File: src/rtl/sync_mem.sv
// rtl/sync_mem.sv - single-port synchronous read/write memory with resettable flop array
module sync_mem #(
  parameter int DATA_WIDTH = 8,
  parameter int ADDR_WIDTH = 4,
  parameter int DEPTH      = 16
) (
  input  logic                  clk,
  input  logic                  rst,
  input  logic [ADDR_WIDTH-1:0] addr,
  input  logic                  wr_rd,
  input  logic [DATA_WIDTH-1:0] wr_data,
  output logic [DATA_WIDTH-1:0] rd_data
);

  // Storage lives in flops so that reset can clear every word.
  logic [DATA_WIDTH-1:0] mem_q [DEPTH];
  logic [DATA_WIDTH-1:0] rd_data_q;
  logic [DATA_WIDTH-1:0] rd_data_d;
  logic [DATA_WIDTH-1:0] rd_word;

  // Read mux: an address that matches no word (addr >= DEPTH) yields zero.
  always_comb begin
    rd_word = '0;
    for (int i = 0; i < DEPTH; i++) begin
      if (addr == ADDR_WIDTH'(i)) begin
        rd_word = mem_q[i];
      end
    end
  end

  // Next read-data value: loads on reads, holds across writes.
  always_comb begin
    rd_data_d = rd_data_q;
    if (!wr_rd) begin
      rd_data_d = rd_word;
    end
  end

  // Array update: reset clears every word; a write lands only on a matching in-range word.
  always_ff @(posedge clk) begin
    for (int i = 0; i < DEPTH; i++) begin
      if (rst) begin
        mem_q[i] <= '0;
      end else if (wr_rd && (addr == ADDR_WIDTH'(i))) begin
        mem_q[i] <= wr_data;
      end
    end
  end

  // Registered read data, cleared by reset.
  always_ff @(posedge clk) begin
    if (rst) begin
      rd_data_q <= '0;
    end else begin
      rd_data_q <= rd_data_d;
    end
  end

  assign rd_data = rd_data_q;

endmodule

File: config.mk
export PLATFORM = sky130hd
export DESIGN_NAME = sync_mem
export DESIGN_NICKNAME = d
export VERILOG_FILES = /design/src/rtl/sync_mem.sv
export SDC_FILE = /design/constraint.sdc
export NUM_CORES = 1
export LEC_CHECK = 0
export ABC_AREA = 0
export CORE_MARGIN = 5
export CORE_UTILIZATION = 49
export DETAILED_ROUTE_END_ITERATION = 6
export PLACE_DENSITY = 0.69
export SYNTH_ARGS = -nofsm -noshare
export SYNTH_HDL_FRONTEND = slang
export SYNTH_SLANG_ARGS = --single-unit
export TNS_END_PERCENT = 5
File: constraint.sdc
create_clock -name clk -period 2.85 [get_ports clk]
set_input_delay 0.4275 -clock clk [delete_from_list [all_inputs] [get_ports clk]]
set_output_delay 0.4275 -clock clk [all_outputs]
set_load 0.02 [all_outputs]
==> run summary, run 1 <==
Clock Skews -> 0.00544 ns
Max-capacitance violation count -> 0
Final Slew Violations -> 0
Buffers inserted during post-CTS setup optimization -> 0
Total congestion overflow -> 0
Sink count of the clock tree -> 136
Core box area -> 13,800 um^2
Power per Cell Area -> 643 nW/um^2
Period Utilization, post-route -> 75.2%
Total number of H-tree levels -> 4
Via-per-instance ratio -> 5.94
Slowest stage cell, crit path -> sky130_fd_sc_hd__clkdlybuf4s50_1
Total I/O pin count -> 23
Hold Crit Class -> reg -> reg
Vias in the first global route -> 4,704
IR drop worst, VDD -> 0.397 mV
DP Wirelength -> 12,200 um
Vert. Die Dim -> 128 um
Share of post-route cells with drive strength above 1 -> 14.1%
Worst slew slack as a fraction of its limit -> 41.2%
Final wirelength -> 18,000 um
Pleak -> 2.84 nW
Main synth FF type -> sky130_fd_sc_hd__edfxtp_1
Worst-Skew Late Latency -> 0.42 ns
Kind of end point of the critical path -> register
Top cells by area, synth -> sky130_fd_sc_hd__edfxtp_1 (56%), sky130_fd_sc_hd__and2_1 (11%), sky130_fd_sc_hd__dfxtp_1 (2.3%), sky130_fd_sc_hd__nand2_1 (2.2%), sky130_fd_sc_hd__o21ai_0 (2.2%)
Post-detailed-route count of antenna-violating nets -> 0
Commonest cells after routing, fill and taps aside -> sky130_fd_sc_hd__edfxtp_1 (128), sky130_fd_sc_hd__and2_1 (123), sky130_fd_sc_hd__nand2_1 (41)
Largest area contributor in the synthesized netlist -> sky130_fd_sc_hd__edfxtp_1
Count of cells resized by post-cts repair -> 0
Critical path fanouts, max -> 38
Number of optimization iterations in the first detailed-route pass -> 5
Mapped Cells -> 588
Hold Vio Cnt, Final -> 0
Async S/R FF share, synth -> 0%
Number of synthesized register bits -> 136
Count of buffer and inverter cells on the critical path -> 2
Average footprint of a synthesized cell -> 11.6 um^2
Number of antenna cells inserted -> 0
Largest delay contributor family on the critical path -> compound AO/OA/AOI/OAI gates
Maximum number of pins on one net before global-route repair -> 39
DR iter-0 viols -> 610
Die width -> 128 um
Data arrival, critical path -> 2.49 ns
Sequential element share of the synthesized area -> 58.5%
Final sum of negative setup slack -> 0 ns
Die outline area -> 16,400 um^2
Input/output buffers -> 22
Achievable frequency -> 467 MHz
Buffer type at the clock tree root -> sky130_fd_sc_hd__clkbuf_16
Vias -> 4,790
Critical Path Start Type -> input pin
CTS Buffer Depth -> 2
Wire length of the first global-routing pass -> 27,600 um
Synth cell types -> 58
Required time at the worst-slack endpoint -> 3.20 ns
Post-synthesis instance area -> 6850 um^2
Clock tree from TritonCTS -> yes
DP Worst Slack -> 0.307 ns
FF-to-FF setup slack -> 1.08 ns
Clock Pin Slew Worst Setup and Hold Paths -> 0.06 ns
Synth top area share -> 56.1%
Most common cell after layout, fill and taps aside -> sky130_fd_sc_hd__edfxtp_1
Critical path type -> in -> reg
Unrepaired setup endpoints after global routing -> no
Cell type with the highest occurrence count on the critical path -> sky130_fd_sc_hd__o211ai_1
Number of buffers created by CTS -> 17
Longest individual stage delay on the worst path -> 0.51 ns
Number of hold-repair buffers added at the cts stage -> 0
Syn nets -> 603
Initial cell density of the core -> 49.7%
Total number of placement rows -> 43
Combined global-route utilization of all metal layers -> 22.9%
Total of warnings raised by yosys -> 0
Worst-margin pin slew -> 0.879 ns
Final Critical Period -> 2.14 ns
Layout area overhead -> 15.7%
Residual DRC count -> 0
Initial antenna violation count -> 0
WL per Instance -> 22.3 um
Result of the run -> completed
Net count reported at finish -> 629
Filler cells -> 1,159
Number of endpoints failing setup at the final stage -> 0
Cells along the critical path -> clkdlybuf4s50_1 > buf_12 > nor2b_1 > o21ai_0 > a221oi_1 > o211ai_1 > o211ai_1
Number of enable-type register cells in the synthesized netlist -> 128
Slack of the critical path -> 0.707 ns
RD Place Congestion -> 0.973
[final cells by class]
class / count / area, um^2 / area share (%)
clock buffers: 17 / 425 / 5.37
inverters: 2 / 7.51 / 0.0948
well taps: 180 / 225 / 2.84
multi-input cells: 405 / 2620 / 33.0
clock inverters: 14 / 183 / 2.31
flip-flops and latches: 136 / 4000 / 50.6
repair buffers: 52 / 460 / 5.81
[sequential cells by signal, summed over array words and instances, names as in the netlist]
signal / flops
mem_q: 128
rd_data: 8
[where the power goes]
part | switching [mW] | internal (mW)
registers | 0.0511 | 2.31
logic | 0.295 | 0.174
clock network | 0.824 | 1.44
[cell families after synthesis]
group / synth area share (%)
compound gates: 12.2
mux: 4.53
flops: 58.5
buf+inv: 3.34
simple gates: 21.5
[worst min-delay path, delay by kind of cell, from the launching register on]
family	cells	cell delay, ns
compound gates	2	0.19
flops	1	0.34
[Yosys cell counts (3+ instances only)]
cell type,count
sky130_fd_sc_hd__a2111oi_2,3
sky130_fd_sc_hd__a211oi_1,8
sky130_fd_sc_hd__a21oi_1,28
sky130_fd_sc_hd__a221o_1,3
sky130_fd_sc_hd__a221oi_1,4
sky130_fd_sc_hd__a22o_1,4
sky130_fd_sc_hd__a22oi_1,4
sky130_fd_sc_hd__a2bb2oi_1,3
sky130_fd_sc_hd__and2_1,123
sky130_fd_sc_hd__and3_1,10
sky130_fd_sc_hd__and3b_1,3
sky130_fd_sc_hd__buf_2,18
sky130_fd_sc_hd__buf_4,4
sky130_fd_sc_hd__clkbuf_1,19
sky130_fd_sc_hd__dfxtp_1,8
sky130_fd_sc_hd__edfxtp_1,128
sky130_fd_sc_hd__mux2_2,12
sky130_fd_sc_hd__mux2i_1,13
sky130_fd_sc_hd__nand2_1,41
sky130_fd_sc_hd__nand2b_1,10
sky130_fd_sc_hd__nand3b_1,3
sky130_fd_sc_hd__nand4b_1,3
sky130_fd_sc_hd__nor2_1,25
sky130_fd_sc_hd__nor2b_1,11
sky130_fd_sc_hd__nor3_1,9
sky130_fd_sc_hd__o211ai_1,5
sky130_fd_sc_hd__o21a_1,5
sky130_fd_sc_hd__o21ai_0,30
sky130_fd_sc_hd__o22ai_1,4
sky130_fd_sc_hd__o2bb2ai_1,3
sky130_fd_sc_hd__o31a_1,3
sky130_fd_sc_hd__o32ai_1,5
sky130_fd_sc_hd__or2_2,4
[final timing paths]
check             depth (start not counted)          to        start
setup / recovery                          7  rd_data[2]      addr[2]
hold / removal                            2  rd_data[0]   rd_data[0]
setup reg to reg                          5  rd_data[4]  mem_q[1][4]
hold reg to reg                           2  rd_data[0]   rd_data[0]
[stage by stage]
step	instances	instance area (um^2)	hold WS, ns	total power [mW]	util [%]
2_1_floorplan	588	6850	0.540	2.66	-
3_3_place_gp	775	7310	0.539	2.85	53.1
3_5_place_dp	775	7310	0.555	2.86	53.1
4_1_cts	806	7920	0.563	5.11	57.5
5_1_grt	806	7920	0.592	5.25	57.5
6_report	806	7920	0.572	5.10	57.5
[routing by layer]
layer | part of all wire, % | routed length, um | global-route usage (%)
met5 | 0 | 0 | 0
met4 | 3.2 | 569 | 10.5
met3 | 6.8 | 1230 | 4.50
met2 | 47 | 8510 | 35.6
met1 | 43 | 7650 | 31.1
Power figures use the tool's default switching activity.
==> run 2: changes to the inputs <==
==> constraint.sdc (replaced) <==
create_clock -name clk -period 2.15 [get_ports clk]
set_input_delay 0.3225 -clock clk [delete_from_list [all_inputs] [get_ports clk]]
set_output_delay 0.3225 -clock clk [all_outputs]
set_load 0.02 [all_outputs]
==> run summary, run 2 (synthesized netlist as in run 1, its figures left out) <==
Final Slew Violations -> 0 (unchanged)
Most common cell after layout, fill and taps aside -> sky130_fd_sc_hd__edfxtp_1
Die width -> 128 um (unchanged)
IR drop worst, VDD -> 0.485 mV (+22%)
Initial antenna violation count -> 0 (unchanged)
Pleak -> 3.14 nW (+11%)
Number of flip-flops under the largest register name -> 128 (unchanged)
Share of post-route cells with drive strength above 1 -> 20.6% (+6.6 points)
Count of cells resized by post-cts repair -> 0 (unchanged)
Clock Pin Slew Worst Setup and Hold Paths -> 0.06 ns (about the same)
Final Total Pwr -> 6.68 mW (+31%)
Post-detailed-route count of antenna-violating nets -> 0 (unchanged)
Final wirelength -> 18,400 um (+2.4%)
Slowest stage cell, crit path -> sky130_fd_sc_hd__clkdlybuf4s50_1
Achievable frequency -> 482 MHz
Launching point of the worst reg2reg path -> mem_q[1][4]
Clock tree from TritonCTS -> yes
Total number of H-tree levels -> 4 (unchanged)
Layout area overhead -> 22.4%
Number of buffers created by CTS -> 17 (unchanged)
Count of buffer and inverter cells on the critical path -> 3 (+1)
Initial cell density of the core -> 49.7% (unchanged)
Vias -> 5,021 (+4.8%)
Via-per-instance ratio -> 5.81 (-2.2%)
Vias in the first global route -> 4,960 (+5.4%)
Combined global-route utilization of all metal layers -> 23.3% (+0.43 points)
Number of antenna cells inserted -> 0 (unchanged)
Die outline area -> 16,400 um^2 (unchanged)
Total congestion overflow -> 0 (unchanged)
Unrepaired setup endpoints after global routing -> no
Critical Path Start Type -> input pin
Wire length of the first global-routing pass -> 28,300 um (+2.5%)
Vert. Die Dim -> 128 um (unchanged)
Register name with the most flops -> mem_q
Number of optimization iterations in the first detailed-route pass -> 5 (unchanged)
Buffers inserted during post-CTS setup optimization -> 0 (unchanged)
Worst-margin pin slew -> 0.520 ns (-0.359 ns)
Final sum of negative setup slack -> 0 ns (unchanged)
DP Wirelength -> 12,800 um (+4.7%)
Max-capacitance violation count -> 0 (unchanged)
Buffer type at the clock tree root -> sky130_fd_sc_hd__clkbuf_16
Core box area -> 13,800 um^2 (unchanged)
Net count reported at finish -> 686 (+9.1%)
Period Utilization, post-route -> 96.4%
Required time at the worst-slack endpoint -> 2.52 ns (-0.68 ns)
Maximum number of pins on one net before global-route repair -> 28 (-28%)
Largest delay contributor family on the critical path -> buffers and inverters
WL per Instance -> 21.3 um (-4.5%)
Sink count of the clock tree -> 136 (unchanged)
Longest individual stage delay on the worst path -> 0.48 ns (-0.03 ns)
Cells along the critical path -> clkdlybuf4s50_1 > buf_12 > or2b_2 > nor2_2 > buf_4 > a21oi_1 > o21ai_0 > o31a_1
Number of endpoints failing setup at the final stage -> 0 (unchanged)
Commonest cells after routing, fill and taps aside -> sky130_fd_sc_hd__edfxtp_1 (128), sky130_fd_sc_hd__and2_1 (123), sky130_fd_sc_hd__buf_4 (79)
Critical path type -> in -> reg
Kind of end point of the critical path -> register
Worst-Skew Late Latency -> 0.43 ns (about the same)
Total I/O pin count -> 23 (unchanged)
Data arrival, critical path -> 2.44 ns (-0.05 ns)
Launching instance or port of the critical path -> addr[2]
RD Place Congestion -> 0.896 (-7.9%)
Power per Cell Area -> 797 nW/um^2 (+24%)
Hold Vio Cnt, Final -> 0 (unchanged)
Input/output buffers -> 22 (unchanged)
Final Critical Period -> 2.07 ns
Clock Skews -> 0.00671 ns (+0.00128 ns)
Residual DRC count -> 0 (unchanged)
Worst slew slack as a fraction of its limit -> 65.0% (+24 points)
Hold Crit Class -> reg -> reg
Critical path fanouts, max -> 27 (-29%)
CTS Buffer Depth -> 2 (unchanged)
DR iter-0 viols -> 544 (-11%)
Total number of placement rows -> 43 (unchanged)
Number of hold-repair buffers added at the cts stage -> 0 (unchanged)
Source of the worst hold timing path -> rd_data[0]
Result of the run -> completed
==> run 2: area by class of cell <==
| cell class | count | area (um^2) |
|---|---|---|
| multi-input combinational | 405 | 2620 |
| tap | 180 | 225 |
| sequential | 136 | 4000 |
| clock buffer | 19 | 433 |
| timing repair buffer | 109 | 963 |
| inverter | 2 | 7.51 |
| fill | 1127 | 5390 |
| clock inverter | 13 | 135 |
==> run 2: final timing paths <==
path | to | slack [ns] | cells past startpoint
hold / removal | rd_data[0] | 0.61 | 2
hold reg to reg | rd_data[0] | 0.61 | 2
setup / recovery | rd_data[5] | 0.08 | 8
setup reg to reg | rd_data[4] | 0.52 | 5
==> run 2: power by group <==
part | internal [mW] | switching [mW] | total [mW] | leakage, nW
clock | 1.79 | 1.05 | 2.83 | 0.276
combinational | 0.308 | 0.412 | 0.721 | 1.57
sequential | 3.06 | 0.0665 | 3.13 | 1.29
total | 5.15 | 1.53 | 6.68 | 3.14
==> run 2: metrics by stage <==
stage / setup WS, ns / instances / util, % / hold slack, ns / instance area [um^2]
finish: 0.0772 / 864 / 60.9 / 0.606 / 8380
CTS: 0.0966 / 864 / 60.9 / 0.593 / 8380
floorplan: 0.0585 / 588 / - / 0.521 / 6850
detailed placement: -0.344 / 832 / 56.7 / 0.590 / 7820
global placement: -0.317 / 832 / 56.7 / 0.546 / 7820
global route: 0.0219 / 864 / 60.9 / 0.622 / 8380
==> run 2: layer usage <==
| layer | track usage [%] | up-vias | share of wire, % |
|---|---|---|---|
| met4 | 9.24 | 0 | 2.5 |
| met1 | 32.4 | 2460 | 44 |
| met2 | 35.5 | 214 | 47 |
| li1 | - | 2312 | - |
| met5 | 0 | - | 0 |
| met3 | 5.54 | 35 | 6.5 |
==> run 2: worst register-to-register path, stage by stage (launching register included) <==
cell and delay [ns]:
sky130_fd_sc_hd__edfxtp_1 0.36, sky130_fd_sc_hd__mux2_2 0.29, sky130_fd_sc_hd__o22ai_1 0.26, sky130_fd_sc_hd__o2bb2ai_1 0.15, sky130_fd_sc_hd__nor4b_1 0.33, sky130_fd_sc_hd__nor3_1 0.12
==> run 3: changes to the inputs <==
--- a/config.mk
+++ b/config.mk
@@ -9,6 +9,7 @@
 export CORE_MARGIN = 5
 export CORE_UTILIZATION = 49
 export DETAILED_ROUTE_END_ITERATION = 6
+export GPL_TIMING_DRIVEN = 1
 export PLACE_DENSITY = 0.69
 export SYNTH_ARGS = -nofsm -noshare
 export SYNTH_HDL_FRONTEND = slang
==> results of run 3 <==
Same layout as run 2: the final DEF is identical, and so are final timing and power.
==> RTL change: new RTL, config.mk and constraints of run 1 <==
The parameter `ADDR_WIDTH` goes from 4 to 2.
--- a/src/rtl/sync_mem.sv
+++ b/src/rtl/sync_mem.sv
@@ -3,3 +3,3 @@
   parameter int DATA_WIDTH = 8,
-  parameter int ADDR_WIDTH = 4,
+  parameter int ADDR_WIDTH = 2,
   parameter int DEPTH      = 16
Interface: changed (resized addr); port bits go from 23 to 21. No check against the original RTL was run, so the function may have changed too.
==> RTL change against run 1 <==
  * Register-to-register slack better by 0.64 ns
  * Total power is 77% lower
  * Non-clock buffer count is 20 lower
  * Cell area is 73% lower
  * Count of clock-buffer cells in the layout is 10 lower
  * Worst hold slack worse by 0.11 ns
  * Fmax is 15% higher
  * Critical path depth is 2 lower
  * Sequential cell count is 96 lower
  * Area after synthesis is 74% lower
  * Worst setup slack better by 0.28 ns
  * Clock skew is 0.0024 ns lower
  * Routed wire length is 79% lower
  * Critical endpoint is now rd_data[7]
  * Largest power group unchanged
  * Highest routed layer unchanged
==> RTL change: results (changes against run 1) <==
Outcome:
- The run finished with clean final reports.

Power:
- The maximum vdd drop came to 0.000215 V (-46%).
- The sequential power was 688 uW (-71%).
- The leakage power of the design is 0.000784 uW (-72%).
- The combinational power share was 0.125 (+0.033).

GRT:
- The number of global-route vias before repair is 1154 (-75%).
- The global-route met3 utilization is 0.0532 (+0.00824).
- The met2 track demand over resource in global routing came to 0.280 (-0.0759).
- The overall global routing resource usage came to 0.173 (-0.0558).
- The global-route track usage on met1 came to 0.212 (-0.0991).

Finish:
- The net total in the final layout came to 177 (-72%).
- The final standard cell count with taps included and fillers excluded is 213 (-74%).
- The count of multi-input combinational gates is 83 (-80%).
- The area occupied by multi-input gates is 617 um^2 (-76%).
- The fill cell instance count of the final layout was 280 (-76%).
- The core occupancy in the finished layout is 0.603 (+0.0284).
- The flip-flop count of the largest register after layout came to 32 (-75%).
- The total number of sequential cells is 40 (-71%).
- The fraction of final layout cells sized beyond drive strength 1 came to 0.200 (+0.0594).
- The relative area of non-clock buffer cells in the final design was 0.133 (+0.0753).

Placed design:
- The placer congestion estimate came to 0.766 (-21%).
- The detailed placer's ending HPWL is 2.78 mm (-77%).
- The post-placement worst setup slack came to 0.683 ns (+0.376 ns).
- The number of buffers inserted by port buffering is 20 (-9.1%).

Routing:
- The routed wirelength normalized by instance count is 17.9 um (-20%).
- The mean number of vias per cell is 5.31 (-11%).
- The detailed route wirelength on metal3 is 144 um (-88%).
- The iteration count of the initial detailed-routing pass is 4 (-1).
- The post-route met1 wirelength is 1.66 mm (-78%).

Worst setup path:
- The launch point of the worst path is addr[0].
- The top fanout value on the critical path was 9 (-76%).
- Broken down by cell family, the worst path's largest delay share belongs to buffers and inverters.
- The number of cells on the worst reg-to-reg path was 3 (-2).
- In this run the worst setup path terminates at rd_data[7].
- The critical register-to-register path startpoint is mem_q[3][9].

Clocking:
- The number of buffers created by CTS was 5 (-12).
- The root buffer cell is sky130_fd_sc_hd__clkbuf_8.

Logic synthesis:
- The multiplexer area fraction after synthesis is 0.0692 (+0.0239).
- The count of unique library cells instantiated by Yosys came to 25 (-57%).
- The gate count of the mapped netlist is 131 (-78%).
- The total nets after synthesis was 144 (-76%).

Timing:
- The largest clock skew in the final design came to 0.00303 ns (-0.00241 ns).
==> RTL change: cell count changes in the layout (fill, tap and decap cells not counted), moves of 9 or more <==
cell / run 1 / this run
sky130_fd_sc_hd__and3_1: 10 / 0
sky130_fd_sc_hd__nor3_1: 9 / 0
sky130_fd_sc_hd__clkbuf_16: 17 / 0
sky130_fd_sc_hd__a21oi_1: 28 / 2
sky130_fd_sc_hd__nand2_1: 41 / 11
sky130_fd_sc_hd__edfxtp_1: 128 / 32
sky130_fd_sc_hd__and2_1: 123 / 32
sky130_fd_sc_hd__mux2i_1: 13 / 0
sky130_fd_sc_hd__buf_4: 28 / 12
sky130_fd_sc_hd__o21ai_0: 30 / 0
sky130_fd_sc_hd__nor2_1: 25 / 7
sky130_fd_sc_hd__mux2_2: 12 / 0
sky130_fd_sc_hd__nor2b_1: 11 / 0
==> RTL change: tightest hold or removal path, delay by kind of cell, from the launching register on <==
kind             cells  cell delay (ns)
flip-flops           1             0.31
AO/OA/AOI/OAI        1             0.05
AND/OR/NAND/NOR      1             0.05
